$ cat src/rtl/if_prefetch_unit.sv
// Instruction-fetch stage with a prefetch queue.
// Issues in-order fetch requests while queue plus in-flight requests leave room,
// buffers responses with their PCs, and hands them to ID under valid/ready.
// A redirect flushes the queue and drops responses still owed to the old stream.
module if_prefetch_unit #(
    parameter int unsigned      NBITS    = 32,
    parameter int unsigned      DEPTH    = 4,
    parameter logic [NBITS-1:0] RESET_PC = '0,
    parameter logic [NBITS-1:0] PCINC    = NBITS'(4)
) (
    input  logic                       clk,
    input  logic                       rst,
    output logic                       o_imem_req,
    output logic [NBITS-1:0]           o_imem_addr,
    input  logic                       i_imem_gnt,
    input  logic                       i_imem_rvalid,
    input  logic [NBITS-1:0]           i_imem_rdata,
    output logic                       o_inst_valid,
    output logic [NBITS-1:0]           o_inst,
    output logic [NBITS-1:0]           o_inst_pc,
    output logic [NBITS-1:0]           o_next_pc,
    input  logic                       i_id_ready,
    input  logic                       i_redirect,
    input  logic [NBITS-1:0]           i_redirect_addr,
    output logic [$clog2(DEPTH):0]     o_count,
    output logic                       o_err
);

    localparam int unsigned PW = $clog2(DEPTH);
    localparam int unsigned CW = PW + 1;
    localparam logic [CW:0] DEPTH_W = (CW+1)'(DEPTH);
    localparam logic [NBITS-1:0] ALIGN_MASK = {{(NBITS-2){1'b1}}, 2'b00};

    // Control state
    logic [NBITS-1:0] fpc_q, fpc_d;
    logic [PW-1:0]    head_q, head_d, tail_q, tail_d;
    logic [PW-1:0]    ifr_q, ifr_d, ifw_q, ifw_d;
    logic [CW-1:0]    count_q, count_d;
    logic [CW-1:0]    outst_q, outst_d;
    logic [CW-1:0]    drop_q, drop_d;
    logic             err_q, err_d;

    // Storage (not reset)
    logic [NBITS-1:0] inst_mem [DEPTH];
    logic [NBITS-1:0] pc_mem   [DEPTH];
    logic [NBITS-1:0] infl_pc  [DEPTH];

    logic [CW:0]      used;
    logic             has_credit;
    logic             grant;
    logic             rsp_ok;
    logic             push;
    logic             pop;
    logic             inst_valid;
    logic [NBITS-1:0] head_pc;

    // Handshake decode; credit uses registered occupancy only
    always_comb begin
        used       = {1'b0, count_q} + {1'b0, outst_q};
        has_credit = used < DEPTH_W;
        o_imem_req = rst & ~i_redirect & has_credit;
        grant      = o_imem_req & i_imem_gnt;
        rsp_ok     = i_imem_rvalid & (outst_q != '0);
        push       = rsp_ok & ~i_redirect & (drop_q == '0);
        inst_valid = count_q != '0;
        pop        = inst_valid & i_id_ready & ~i_redirect;
    end

    // Next-state computation for pointers, counters and fetch PC
    always_comb begin
        fpc_d   = fpc_q;
        head_d  = head_q;
        tail_d  = tail_q;
        count_d = count_q;
        drop_d  = drop_q;
        outst_d = outst_q + CW'(grant) - CW'(rsp_ok);
        ifw_d   = grant  ? ifw_q + PW'(1) : ifw_q;
        ifr_d   = rsp_ok ? ifr_q + PW'(1) : ifr_q;
        err_d   = err_q | (i_imem_rvalid & (outst_q == '0));

        if (i_redirect) begin
            // Flush: everything still owed by memory belongs to the old stream
            fpc_d   = i_redirect_addr & ALIGN_MASK;
            head_d  = tail_q;
            count_d = '0;
            drop_d  = outst_q - CW'(rsp_ok);
        end else begin
            if (grant) begin
                fpc_d = fpc_q + PCINC;
            end
            if (push) begin
                tail_d = tail_q + PW'(1);
            end
            if (pop) begin
                head_d = head_q + PW'(1);
            end
            count_d = count_q + CW'(push) - CW'(pop);
            if (rsp_ok && (drop_q != '0)) begin
                drop_d = drop_q - CW'(1);
            end
        end
    end

    // Control state registers with asynchronous active-low reset
    always_ff @(posedge clk or negedge rst) begin
        if (!rst) begin
            fpc_q   <= RESET_PC;
            head_q  <= '0;
            tail_q  <= '0;
            ifr_q   <= '0;
            ifw_q   <= '0;
            count_q <= '0;
            outst_q <= '0;
            drop_q  <= '0;
            err_q   <= 1'b0;
        end else begin
            fpc_q   <= fpc_d;
            head_q  <= head_d;
            tail_q  <= tail_d;
            ifr_q   <= ifr_d;
            ifw_q   <= ifw_d;
            count_q <= count_d;
            outst_q <= outst_d;
            drop_q  <= drop_d;
            err_q   <= err_d;
        end
    end

    // Queue and in-flight PC storage writes
    always_ff @(posedge clk) begin
        if (grant) begin
            infl_pc[ifw_q] <= fpc_q;
        end
        if (push) begin
            inst_mem[tail_q] <= i_imem_rdata;
            pc_mem[tail_q]   <= infl_pc[ifr_q];
        end
    end

    // Head presentation; zero when empty
    always_comb begin
        head_pc      = inst_valid ? pc_mem[head_q] : '0;
        o_inst_valid = inst_valid;
        o_inst       = inst_valid ? inst_mem[head_q] : '0;
        o_inst_pc    = head_pc;
        o_next_pc    = head_pc + PCINC;
        o_imem_addr  = fpc_q;
        o_count      = count_q;
        o_err        = err_q;
    end

endmodule
$ cat config.mk
export PLATFORM = sky130hd
export DESIGN_NAME = if_prefetch_unit
export DESIGN_NICKNAME = d
export VERILOG_FILES = /design/src/rtl/if_prefetch_unit.sv
export SDC_FILE = /design/constraint.sdc
export NUM_CORES = 1
export LEC_CHECK = 0
export CAP_MARGIN = 20
export CORE_MARGIN = 3
export CORE_UTILIZATION = 56
export DETAILED_ROUTE_END_ITERATION = 8
export GPL_TIMING_DRIVEN = 0
export PLACE_DENSITY = 0.8
export SYNTH_ARGS = -nofsm -noshare
export SYNTH_HDL_FRONTEND = slang
export SYNTH_SLANG_ARGS = --single-unit
$ cat constraint.sdc
create_clock -name clk -period 4.5 [get_ports clk]
set_input_delay 0.9 -clock clk [delete_from_list [all_inputs] [get_ports clk]]
set_output_delay 0.9 -clock clk [all_outputs]
set_load 0.01 [all_outputs]
==> results of run 1 <==
==> worst max-delay path, cell delays in order (launching register included) <==
cell,delay (ns)
dfrtp_1,0.37
buf_6,0.14
mux4_2,0.37
and2_4,0.16
ha_4,0.14
nand2_1,0.07
o22ai_2,0.19
or3b_4,0.46
nor4b_4,0.37
buf_4,0.18
buf_4,0.09
nand3_1,0.09
xnor2_1,0.18
buf_2,0.18
==> layout make-up <==
class                   instances  area share
clock buffers                  55     0.05078
inverters                      28    0.004761
flip-flops and latches        416      0.5550
clock inverters                18    0.007651
well taps                     396     0.02244
plain buffers                  56     0.01621
multi-input cells             583      0.2432
repair buffers                219     0.09992
==> cell usage after synthesis, types with 3 or more instances <==
master      n  share of area
mux2_2      6         0.0038
and2_0      3         0.0011
buf_1       7         0.0015
clkbuf_1   24         0.0050
nor4_1     11         0.0039
a211oi_1    4         0.0017
a21oi_1     8         0.0022
inv_1      28         0.0059
buf_2      15         0.0042
mux2i_1     7         0.0039
nand3_1    36          0.010
nand2b_1    7         0.0025
o311ai_0    7         0.0034
nor3_1     17         0.0048
xnor2_1    27          0.013
mux4_2     88           0.11
ha_1       20          0.014
mux4_1      4         0.0059
o21ai_0    33         0.0092
and3_1     10         0.0035
edfxtp_1  368           0.62
nand4_1    13         0.0046
nor2b_1     3         0.0011
nor2_1     27         0.0057
a22oi_1     3         0.0013
a221o_1    10         0.0056
a31oi_1     5         0.0018
o211ai_1   11         0.0046
nand3b_1    7         0.0029
and2_1     58          0.020
a21o_1      5         0.0021
dfrtp_1    48          0.067
nand2_1    94          0.020
xor2_1     15         0.0074
buf_4       9         0.0038
and4_1      3         0.0015
==> what timing repair did <==
| action | in CTS | in global routing |
|---|---|---|
| setup buffers | 14 | 5 |
| pin swaps | 12 | 9 |
| resized for setup | 73 | 11 |
| endpoints found under the setup margin | 70 | 17 |
==> logic make-up (layout without fill, tap and decap cells) <==
kind of cell	after synthesis	count (layout)	synth area share
DFF	416	416	0.6860
and+or+nand+nor	310	310	0.09325
muxes	105	105	0.1246
AOI/OAI and AO/OA	98	98	0.03748
buffers and inverters	85	376	0.02165
xor gates and xnor gates	42	42	0.02060
adders and majority gates	22	22	0.01625
other	1	6	0.0002100
==> power by group <==
part	switching, W	internal [W]
registers	0.000227	0.00467
logic	0.00240	0.00221
clock network	0.00138	0.00192
==> state kept, by name (all words and copies together), names as in the netlist <==
signal       flops
inst_mem       128
ifr_q            2
head_q           2
outst_q          3
drop_q           3
tail_q           2
o_err            1
ifw_q            2
o_count          3
pc_mem         120
o_imem_addr     30
infl_pc        120
==> metal layers <==
| metal | wire, µm | share of wire |
|---|---|---|
| met5 | 0 | 0 |
| met3 | 4238 | 0.098 |
| met1 | 16800 | 0.39 |
| met4 | 1180 | 0.027 |
| met2 | 21120 | 0.49 |
==> per-stage QoR <==
| stage | utilization | hold WS (ns) | total power, W | setup TNS (ns) |
|---|---|---|---|---|
| after floorplan | - | 0.4932 | 0.007443 | 0 |
| final | 0.7124 | 0.2800 | 0.01280 | 0 |
| after global placement | 0.6559 | 0.4900 | 0.009236 | -371.46 |
| after detailed placement | 0.6602 | 0.4769 | 0.009366 | -14.26 |
| after global routing | 0.7124 | 0.2770 | 0.01336 | -0.02439 |
| after CTS | 0.7112 | 0.3154 | 0.01285 | -0.03638 |
==> how the worst max path moves through the flow <==
| stage | startpoint | endpoint | slack [ns] |
|---|---|---|---|
| final | head_q[0] | o_next_pc[26] | 0.08 |
| after global routing | head_q[0] | o_next_pc[26] | -0.02 |
| after CTS | o_count[0] | o_next_pc[26] | -0.04 |
| after detailed placement | o_count[1] | o_next_pc[26] | -1.11 |
| after global placement | rst | outst_q[2] | -1.86 |
| after floorplan | o_count[1] | o_next_pc[28] | 0.28 |
==> cells in the final DEF, fill, tap and decap left out, types with 6 or more instances in the layout <==
master,count
a221o_1,10
mux2i_1,7
nor3_1,15
nor2_1,27
o211ai_1,11
and3_1,6
and2_1,53
nand2b_1,7
nor4_1,10
a21oi_1,8
o21ai_0,32
nand2_1,93
buf_2,8
mux2_2,6
edfxtp_1,368
clkdlybuf4s50_1,175
buf_6,6
buf_4,35
dlymetal6s2s_1,6
nand3_1,36
nand4_1,13
dfrtp_1,47
xor2_1,15
ha_1,19
nand3b_1,7
inv_1,26
clkinv_1,7
o311ai_0,7
xnor2_1,27
conb_1,6
mux4_2,89
dlygate4sd2_1,11
clkbuf_16,44
clkbuf_1,29
==> summary.txt, run 1 <==
Drt
  – DRC Markers: 0
  – Vias per cell: 6.237
  – Final wirelength: 43,350 µm
  – DRT iter0 DRCs: 941
  – Vias post-DR: 11,050
  – Router iterations before antenna repair: 5
  – Drt wl/cell: 24.48 µm
  – Post-route ant nets: 0

Timing
  – Skew final: 0.02289 ns
  – Tcrit/Tclk final: 0.9815
  – Upper clock frequency limit: 0.2264 GHz
  – RSZ-0062 raised after global routing: true
  – Hold Vio Cnt, Final: 0
  – Final worst path period need: 4.417 ns
  – Fin. max-slew vios: 0
  – Number of setup violations in the final report: 0
  – Normalized max-slew margin: 0.3859
  – Final worst slack: 0.08322 ns
  – Slew @ Worst Pin: 0.9212 ns

Clocking
  – CTS sink count: 416
  – Clock Pin Slew Worst Setup and Hold Paths: 0.06 ns
  – CTS H-tree lvls: 2
  – Worst-skew pair later-pin latency: 0.54 ns
  – Root Buffer: clkbuf_16
  – Hold buffer count at CTS: 0
  – Max clock buf depth: 3
  – CTS buffer count: 42
  – TritonCTS clock tree: built

Global routing
  – Pin count of the biggest net entering global routing: 57
  – Grt ovf: 0
  – Met1 Use GR: 0.3471
  – Vias in the first global route: 11,200
  – Antenna violations before repair: 0
  – Busiest metal layer after global routing: met2
  – Met3 usage: 0.04815
  – GR met2 Demand/Resource: 0.4235
  – Global-route wire length before repair: 66,080 µm
  – GRT Total Usage: 0.2546

Layout
  – Register Area: 12,250 µm²
  – Number of diodes: 0
  – Fin cells: 1,771
  – Area grow syn2layout: 23.62%
  – Area of the multi-input gates: 5370 µm²
  – Share of layout cells above drive strength 1: 0.1775
  – # nets final: 1,438
  – Fin area: 22,080 µm²
  – # fillers: 1,908

Logic synthesis
  – Synth Area per Inst: 16.55 µm²
  – Commonest register cell after synthesis: edfxtp_1
  – YS warnings: 0
  – Ys async rst share: 0.1154
  – Syn Inst Count: 1,079
  – FF+latch count, synth: 416
  – Post-Syn Area: 17,860 µm²
  – Number of synthesized flops with an enable pin: 368
  – Cell variety after synth: 62
  – Seq/Total Area, Yosys: 0.6860

Min path
  – Hold WC Path Type: in2async

Status
  – Status: finished clean

Setup path
  – Crit path DAT: 3.52 ns
  – Worst Path Max Fanout: 5
  – CP Class: reg2out
  – Flop2flop setup slack: 0.40 ns
  – R2r startpoint: o_count[2]
  – Reg2Reg Depth: 15
  – Crit end category: primary output
  – R2r endpoint: outst_q[2]
  – Startpoint types: flip-flop
  – CP Data Required Time: 3.60 ns

Place
  – Place WS: -1.108 ns
  – DP Wirelength: 28,480 µm
  – DP Area: 20,460 µm²
  – Cells after DPL: 1,680
  – Port-buffer cells: 195
  – Final Wtd Congestion: 0.8982

Die
  – Core Region: 30,990 µm²
  – I/O pin total: 204
  – Core Rows: 64
  – Die Y: 184.6 µm
  – Total die area: 34,070 µm²
  – Die Width: 184.6 µm
  – Initial Util: 0.5763

Run
  – Max_cap viols: 0

Pwr
  – Cell Pwr Density: 579.8 nW/µm²
  – P_leak: 7.756 nW
  – Peak supply drop: 0.2965 mV
(Power assumes the default switching activity.)
==> run 2, diff against run 1 <==
--- a/config.mk
+++ b/config.mk
@@ -6,11 +6,13 @@
 export NUM_CORES = 1
 export LEC_CHECK = 0
 export CAP_MARGIN = 20
+export CELL_PAD_IN_SITES_DETAIL_PLACEMENT = 1
+export CELL_PAD_IN_SITES_GLOBAL_PLACEMENT = 1
 export CORE_MARGIN = 3
-export CORE_UTILIZATION = 56
+export CORE_UTILIZATION = 48
 export DETAILED_ROUTE_END_ITERATION = 8
 export GPL_TIMING_DRIVEN = 0
-export PLACE_DENSITY = 0.8
+export PLACE_DENSITY = 0.81
 export SYNTH_ARGS = -nofsm -noshare
 export SYNTH_HDL_FRONTEND = slang
 export SYNTH_SLANG_ARGS = --single-unit
==> run 2 against run 1 <==
Against the previous run: combinational power up 3%; sequential power about the same; count of clock-buffer cells in the layout up 4; wire length up 9.3%; global-route usage down 1.3 points; sequential share of layout area down 0.47 points; setup slack better by 0.033 ns; critical path depth down 1; fmax up 0.76%; flip-flop and latch count unchanged; worst hold slack worse by 0.0017 ns; cell area up 0.86%; critical path type unchanged; largest cell class unchanged.
==> summary.txt, run 2 (same netlist as run 1, synthesis figures left out) <==
Setup path
  – CP bufs+invs: 8
  – Critical-path cell list: buf_6, buf_6, buf_6, buf_6, buf_4, buf_6, o221ai_1, nand4_1, nor4_4, buf_4, xor2_1, clkdlybuf4s50_1
  – Startpoint types: flip-flop
  – CP Data Required Time: 3.60 ns
  – Crit path DAT: 3.48 ns
  – Worst Path Max Fanout: 10
  – Cell family with most CP delay: buffers and inverters
  – CP Class: reg2out
  – Crit end category: primary output
  – Slowest stage delay, CP: 0.59 ns
  – Critical-path top delay cell: clkdlybuf4s50_1
  – Top cell by count, worst path: buf_6

Place
  – Port-buffer cells: 195
  – DP Wirelength: 32,750 µm
  – Cells after DPL: 1,752
  – Final Wtd Congestion: 0.8553

Timing
  – Skew final: 0.01286 ns
  – Slew @ Worst Pin: 0.8681 ns
  – Upper clock frequency limit: 0.2281 GHz
  – Fin. max-slew vios: 0
  – Final worst path period need: 4.384 ns
  – Number of setup violations in the final report: 0
  – Hold Vio Cnt, Final: 0
  – Normalized max-slew margin: 0.4213
  – Tcrit/Tclk final: 0.9741
  – Setup tns final: 0 ns

Die
  – Core Rows: 70
  – Initial Util: 0.4878
  – I/O pin total: 204
  – Die Width: 198.9 µm
  – Die Y: 198.9 µm
  – Total die area: 39,560 µm²
  – Core Region: 36,610 µm²

Global routing
  – Vias in the first global route: 11,880
  – Grt ovf: 0
  – Pin count of the biggest net entering global routing: 51
  – Global-route wire length before repair: 72,040 µm
  – Antenna violations before repair: 1
  – GRT Total Usage: 0.2418

Drt
  – Drt wl/cell: 25.52 µm
  – DRC Markers: 0
  – DRT iter0 DRCs: 640
  – Vias per cell: 5.907
  – Router iterations before antenna repair: 7
  – Post-route ant nets: 0
  – Vias post-DR: 10,960
  – Final wirelength: 47,360 µm

Layout
  – # nets final: 1,447
  – Most frequent cells in the layout: edfxtp_1 (368), clkdlybuf4s50_1 (177), nand2_1 (91), mux4_2 (89), and2_1 (54)
  – Fin cells: 1,856
  – Share of layout cells above drive strength 1: 0.1882
  – Final core utilization: 0.6082
  – Largest reg by FF count: inst_mem
  – Max reg flops: 128
  – Area grow syn2layout: 24.68%
  – Commonest non-fill, non-tap cell in the layout: edfxtp_1
  – Leading registers by flop count: inst_mem x128, infl_pc x120, pc_mem x120
  – # fillers: 3,361

Pwr
  – Final Power: 0.01297 W
  – Peak supply drop: 0.2570 mV
  – Cell Pwr Density: 582.4 nW/µm²
  – P_leak: 7.772 nW

Clocking
  – Max clock buf depth: 3
  – CTS buffer count: 43
  – CTS H-tree lvls: 2
  – Worst-skew pair later-pin latency: 0.54 ns
  – Clock Pin Slew Worst Setup and Hold Paths: 0.06 ns
  – CTS sink count: 416
  – Root Buffer: clkbuf_16
  – TritonCTS clock tree: built

Min path
  – Hold WC Path Type: in2async

Status
  – Status: finished clean

Run
  – Max_cap viols: 0
## run 2: cell types whose count changed in the layout (fill, tap and decap cells not counted), moves of 2 or more
cell and change:
buf_4 +8, clkbuf_4 -2, clkbuf_8 +3, clkdlybuf4s50_1 +2, clkinv_2 +3, dlygate4sd2_1 -2
dlymetal6s2s_1 -2, nand2_1 -2, nand2_2 +2
## run 2: area by class of cell
class / instances / area (µm²) / share of cell area
timing repair buffer: 227 / 2272 / 0.1020
multi-input combinational: 583 / 5378 / 0.2415
buffer: 56 / 362.8 / 0.01629
clock buffer: 59 / 1166 / 0.05237
antenna: 1 / 2.502 / 0.0001124
clock inverter: 18 / 141.4 / 0.006349
tap: 468 / 585.6 / 0.02630
sequential: 416 / 12250 / 0.5503
inverter: 28 / 105.1 / 0.004720
## run 2: worst paths after layout
check                           slack, ns  depth (start not counted)               to        from
worst min-delay path                 0.28                          1  o_imem_addr[30]         rst
worst max register to register       0.38                         15       outst_q[2]  o_count[2]
worst min register to register       0.52                          1            o_err       o_err
min in group clk                     0.52                          1            o_err       o_err
worst max-delay path                 0.12                         12    o_next_pc[17]   head_q[0]
max in group asynchronous            3.75                          2         ifw_q[0]         rst
## run 2: what timing repair did
action                                  CTS  global route
hold buffers                              0             0
pin swaps                                10             8
endpoints found under the setup margin   76            34
resized for setup                        79            17
buffers inserted                         13            14
## run 2: per-layer routing
metal | global-route usage | wire, µm | vias to the layer above
met4 | 0.07860 | 1387 | 2
met2 | 0.4087 | 23610 | 454
met5 | 0 | 11 | -
met3 | 0.04641 | 3326 | 86
li1 | - | - | 4771
met1 | 0.3196 | 19030 | 5650
## run 2: where the power goes
| group | switching (W) | total [W] | internal (W) |
|---|---|---|---|
| combinational | 0.00248 | 0.00474 | 0.00226 |
| sequential | 0.000227 | 0.00489 | 0.00467 |
| clock | 0.00141 | 0.00333 | 0.00192 |
| total | 0.00412 | 0.0130 | 0.00885 |
## run 2: per-stage QoR
step / hold slack [ns] / instance area (µm²) / worst slack (ns)
after floorplan: 0.4932 / 17880 / 0.2832
after global routing: 0.2803 / 22270 / -0.02837
after global placement: 0.4881 / 20420 / -1.848
after detailed placement: 0.4872 / 20560 / -1.306
final: 0.2784 / 22270 / 0.1165
after CTS: 0.3916 / 22150 / -0.001080
==> run 3, diff against run 2 <==
--- a/config.mk
+++ b/config.mk
@@ -13,6 +13,8 @@
 export DETAILED_ROUTE_END_ITERATION = 8
 export GPL_TIMING_DRIVEN = 0
 export PLACE_DENSITY = 0.81
+export RECOVER_POWER = 25
+export SLEW_MARGIN = 5
 export SYNTH_ARGS = -nofsm -noshare
 export SYNTH_HDL_FRONTEND = slang
 export SYNTH_SLANG_ARGS = --single-unit
==> run 3 against run 2 <==
Against the previous run: via count shrank 0.73%; cell area stayed put; setup slack is essentially flat; clock power about the same; count of clock-buffer cells in the layout unchanged; critical endpoint is now o_inst[14]; highest routed layer unchanged.
==> summary.txt, run 3 (same netlist as run 1, synthesis figures left out) <==
Clocking
  – Clock Pin Slew Worst Setup and Hold Paths: 0.06 ns
  – Worst-skew pair later-pin latency: 0.54 ns
  – Max clock buf depth: 3
  – CTS buffer count: 43
  – CTS H-tree lvls: 2
  – CTS sink count: 416
  – TritonCTS clock tree: built
  – Root Buffer: clkbuf_16
  – Hold buffer count at CTS: 0

Status
  – Status: finished clean

Layout
  – Final core utilization: 0.6082
  – Largest reg by FF count: inst_mem
  – Leading registers by flop count: inst_mem x128, infl_pc x120, pc_mem x120
  – # fillers: 3,358
  – # nets final: 1,447
  – Area grow syn2layout: 24.68%
  – Most frequent cells in the layout: edfxtp_1 (368), clkdlybuf4s50_1 (156), nand2_1 (91), mux4_2 (89), and2_1 (54)
  – Commonest non-fill, non-tap cell in the layout: edfxtp_1
  – Max reg flops: 128
  – Share of layout cells above drive strength 1: 0.1882

Timing
  – Slew @ Worst Pin: 0.8728 ns
  – Fin. max-slew vios: 0
  – Hold Vio Cnt, Final: 0
  – Skew final: 0.01103 ns
  – Number of setup violations in the final report: 0
  – Final worst path period need: 4.383 ns
  – Tcrit/Tclk final: 0.9741
  – Upper clock frequency limit: 0.2281 GHz
  – Normalized max-slew margin: 0.4181
  – Setup tns final: 0 ns

Global routing
  – Pin count of the biggest net entering global routing: 51
  – Global-route wire length before repair: 72,040 µm
  – GRT Total Usage: 0.2418
  – Grt ovf: 0
  – Antenna violations before repair: 2
  – Vias in the first global route: 11,880

Pwr
  – Share of total power in the clock network: 0.257
  – Comb pwr share: 0.366
  – Peak supply drop: 0.2574 mV
  – Cell Pwr Density: 582.4 nW/µm²
  – Net Sw Frac: 0.3176
  – Reg power frac: 0.377
  – P_leak: 7.777 nW
  – Internal: 0.008850 W
  – Net Sw Power: 0.004118 W

Drt
  – DRT iter0 DRCs: 667
  – Router iterations before antenna repair: 5
  – Vias per cell: 5.864
  – Final wirelength: 47,330 µm
  – Post-route ant nets: 0
  – Vias post-DR: 10,880
  – DRC Markers: 0
  – Drt wl/cell: 25.50 µm

Setup path
  – Critical-path cell list: buf_2, clkbuf_4, buf_2, buf_4, clkbuf_2, mux4_2, and2_1, clkdlybuf4s50_1
  – Flop2flop setup slack: 0.38 ns
  – Crit end category: primary output
  – Slowest stage delay, CP: 0.47 ns
  – Crit path DAT: 3.48 ns
  – Cell family with most CP delay: buffers and inverters
  – Worst Path Max Fanout: 10
  – CP bufs+invs: 6
  – CP Class: reg2out
  – CP Data Required Time: 3.60 ns
  – Critical-path top delay cell: clkdlybuf4s50_1
  – Startpoint types: flip-flop
  – Top cell by count, worst path: buf_2

Min path
  – Hold WC Path Type: in2async

Die
  – Die Width: 198.9 µm
  – Total die area: 39,560 µm²
  – Core Rows: 70
  – Initial Util: 0.4878
  – Die Y: 198.9 µm
  – I/O pin total: 204
  – Core Region: 36,610 µm²

Place
  – DP Wirelength: 32,750 µm
  – Final Wtd Congestion: 0.8553
  – Port-buffer cells: 195

Run
  – Max_cap viols: 0
==> run 3: per-layer routing <==
layer | track usage | vias to the layer above | wire length [µm]
li1 | - | 4769 | -
met1 | 0.3196 | 5597 | 19050
met2 | 0.4087 | 415 | 23550
met3 | 0.04641 | 100 | 3201
met4 | 0.07860 | 2 | 1515
met5 | 0 | - | 11
==> run 3: worst paths after layout <==
check	start	end	cells past startpoint
worst max-delay path	head_q[1]	o_inst[14]	8
worst min-delay path	rst	o_imem_addr[30]	1
worst max register to register	o_count[2]	outst_q[2]	15
worst min register to register	o_err	o_err	1
max in group asynchronous	rst	ifw_q[0]	2
min in group clk	o_err	o_err	1
==> run 3: what timing repair did <==
item	CTS	global route
pin swaps	10	8
resized for setup	79	17
buffers inserted	13	14
setup endpoints to repair	76	34
==> run 3: final cells by class <==
| class | instances | area [µm²] | share of cell area |
|---|---|---|---|
| Antenna cell | 1 | 2.502 | 0.0001124 |
| Buffer | 56 | 362.8 | 0.01629 |
| Clock buffer | 59 | 1166 | 0.05237 |
| Clock inverter | 18 | 141.4 | 0.006349 |
| Inverter | 28 | 105.1 | 0.004720 |
| Multi-Input combinational cell | 583 | 5378 | 0.2415 |
| Sequential cell | 416 | 12250 | 0.5503 |
| Tap cell | 468 | 585.6 | 0.02630 |
| Timing Repair Buffer | 227 | 2272 | 0.1020 |
==> run 3: stage by stage <==
step / instance area (µm²) / instances / power [W] / setup WS [ns] / hold slack (ns)
after floorplan: 17880 / 1084 / 0.007443 / 0.2832 / 0.4932
after global placement: 20420 / 1747 / 0.009321 / -1.848 / 0.4881
after detailed placement: 20560 / 1752 / 0.009500 / -1.306 / 0.4872
after CTS: 22150 / 1842 / 0.01299 / -0.001080 / 0.3916
after global routing: 22270 / 1856 / 0.01359 / -0.02837 / 0.2803
final: 22270 / 1856 / 0.01297 / 0.1167 / 0.2796
==> run 3: worst reg2reg max path, stage by stage (launching register included) <==
cell	delay [ns]
dfrtp_2	0.43
buf_4	0.16
ha_1	0.28
or4b_1	0.48
nor3_2	0.37
and2_1	0.18
buf_2	0.19
inv_1	0.10
buf_2	0.20
buf_1	0.32
ha_1	0.39
inv_1	0.04
ha_1	0.18
fa_1	0.39
xnor2_1	0.20
xnor2_1	0.14
==> run 3: power by group through the flow <==
stage / combinational, W / sequential (W) / clock [W]
after global placement: 0.00437 / 0.00495 / 0
after floorplan: 0.00254 / 0.00491 / 0
after detailed placement: 0.00453 / 0.00497 / 0
after global routing: 0.00509 / 0.00493 / 0.00357
final: 0.00474 / 0.00489 / 0.00333
after CTS: 0.00471 / 0.00489 / 0.00339
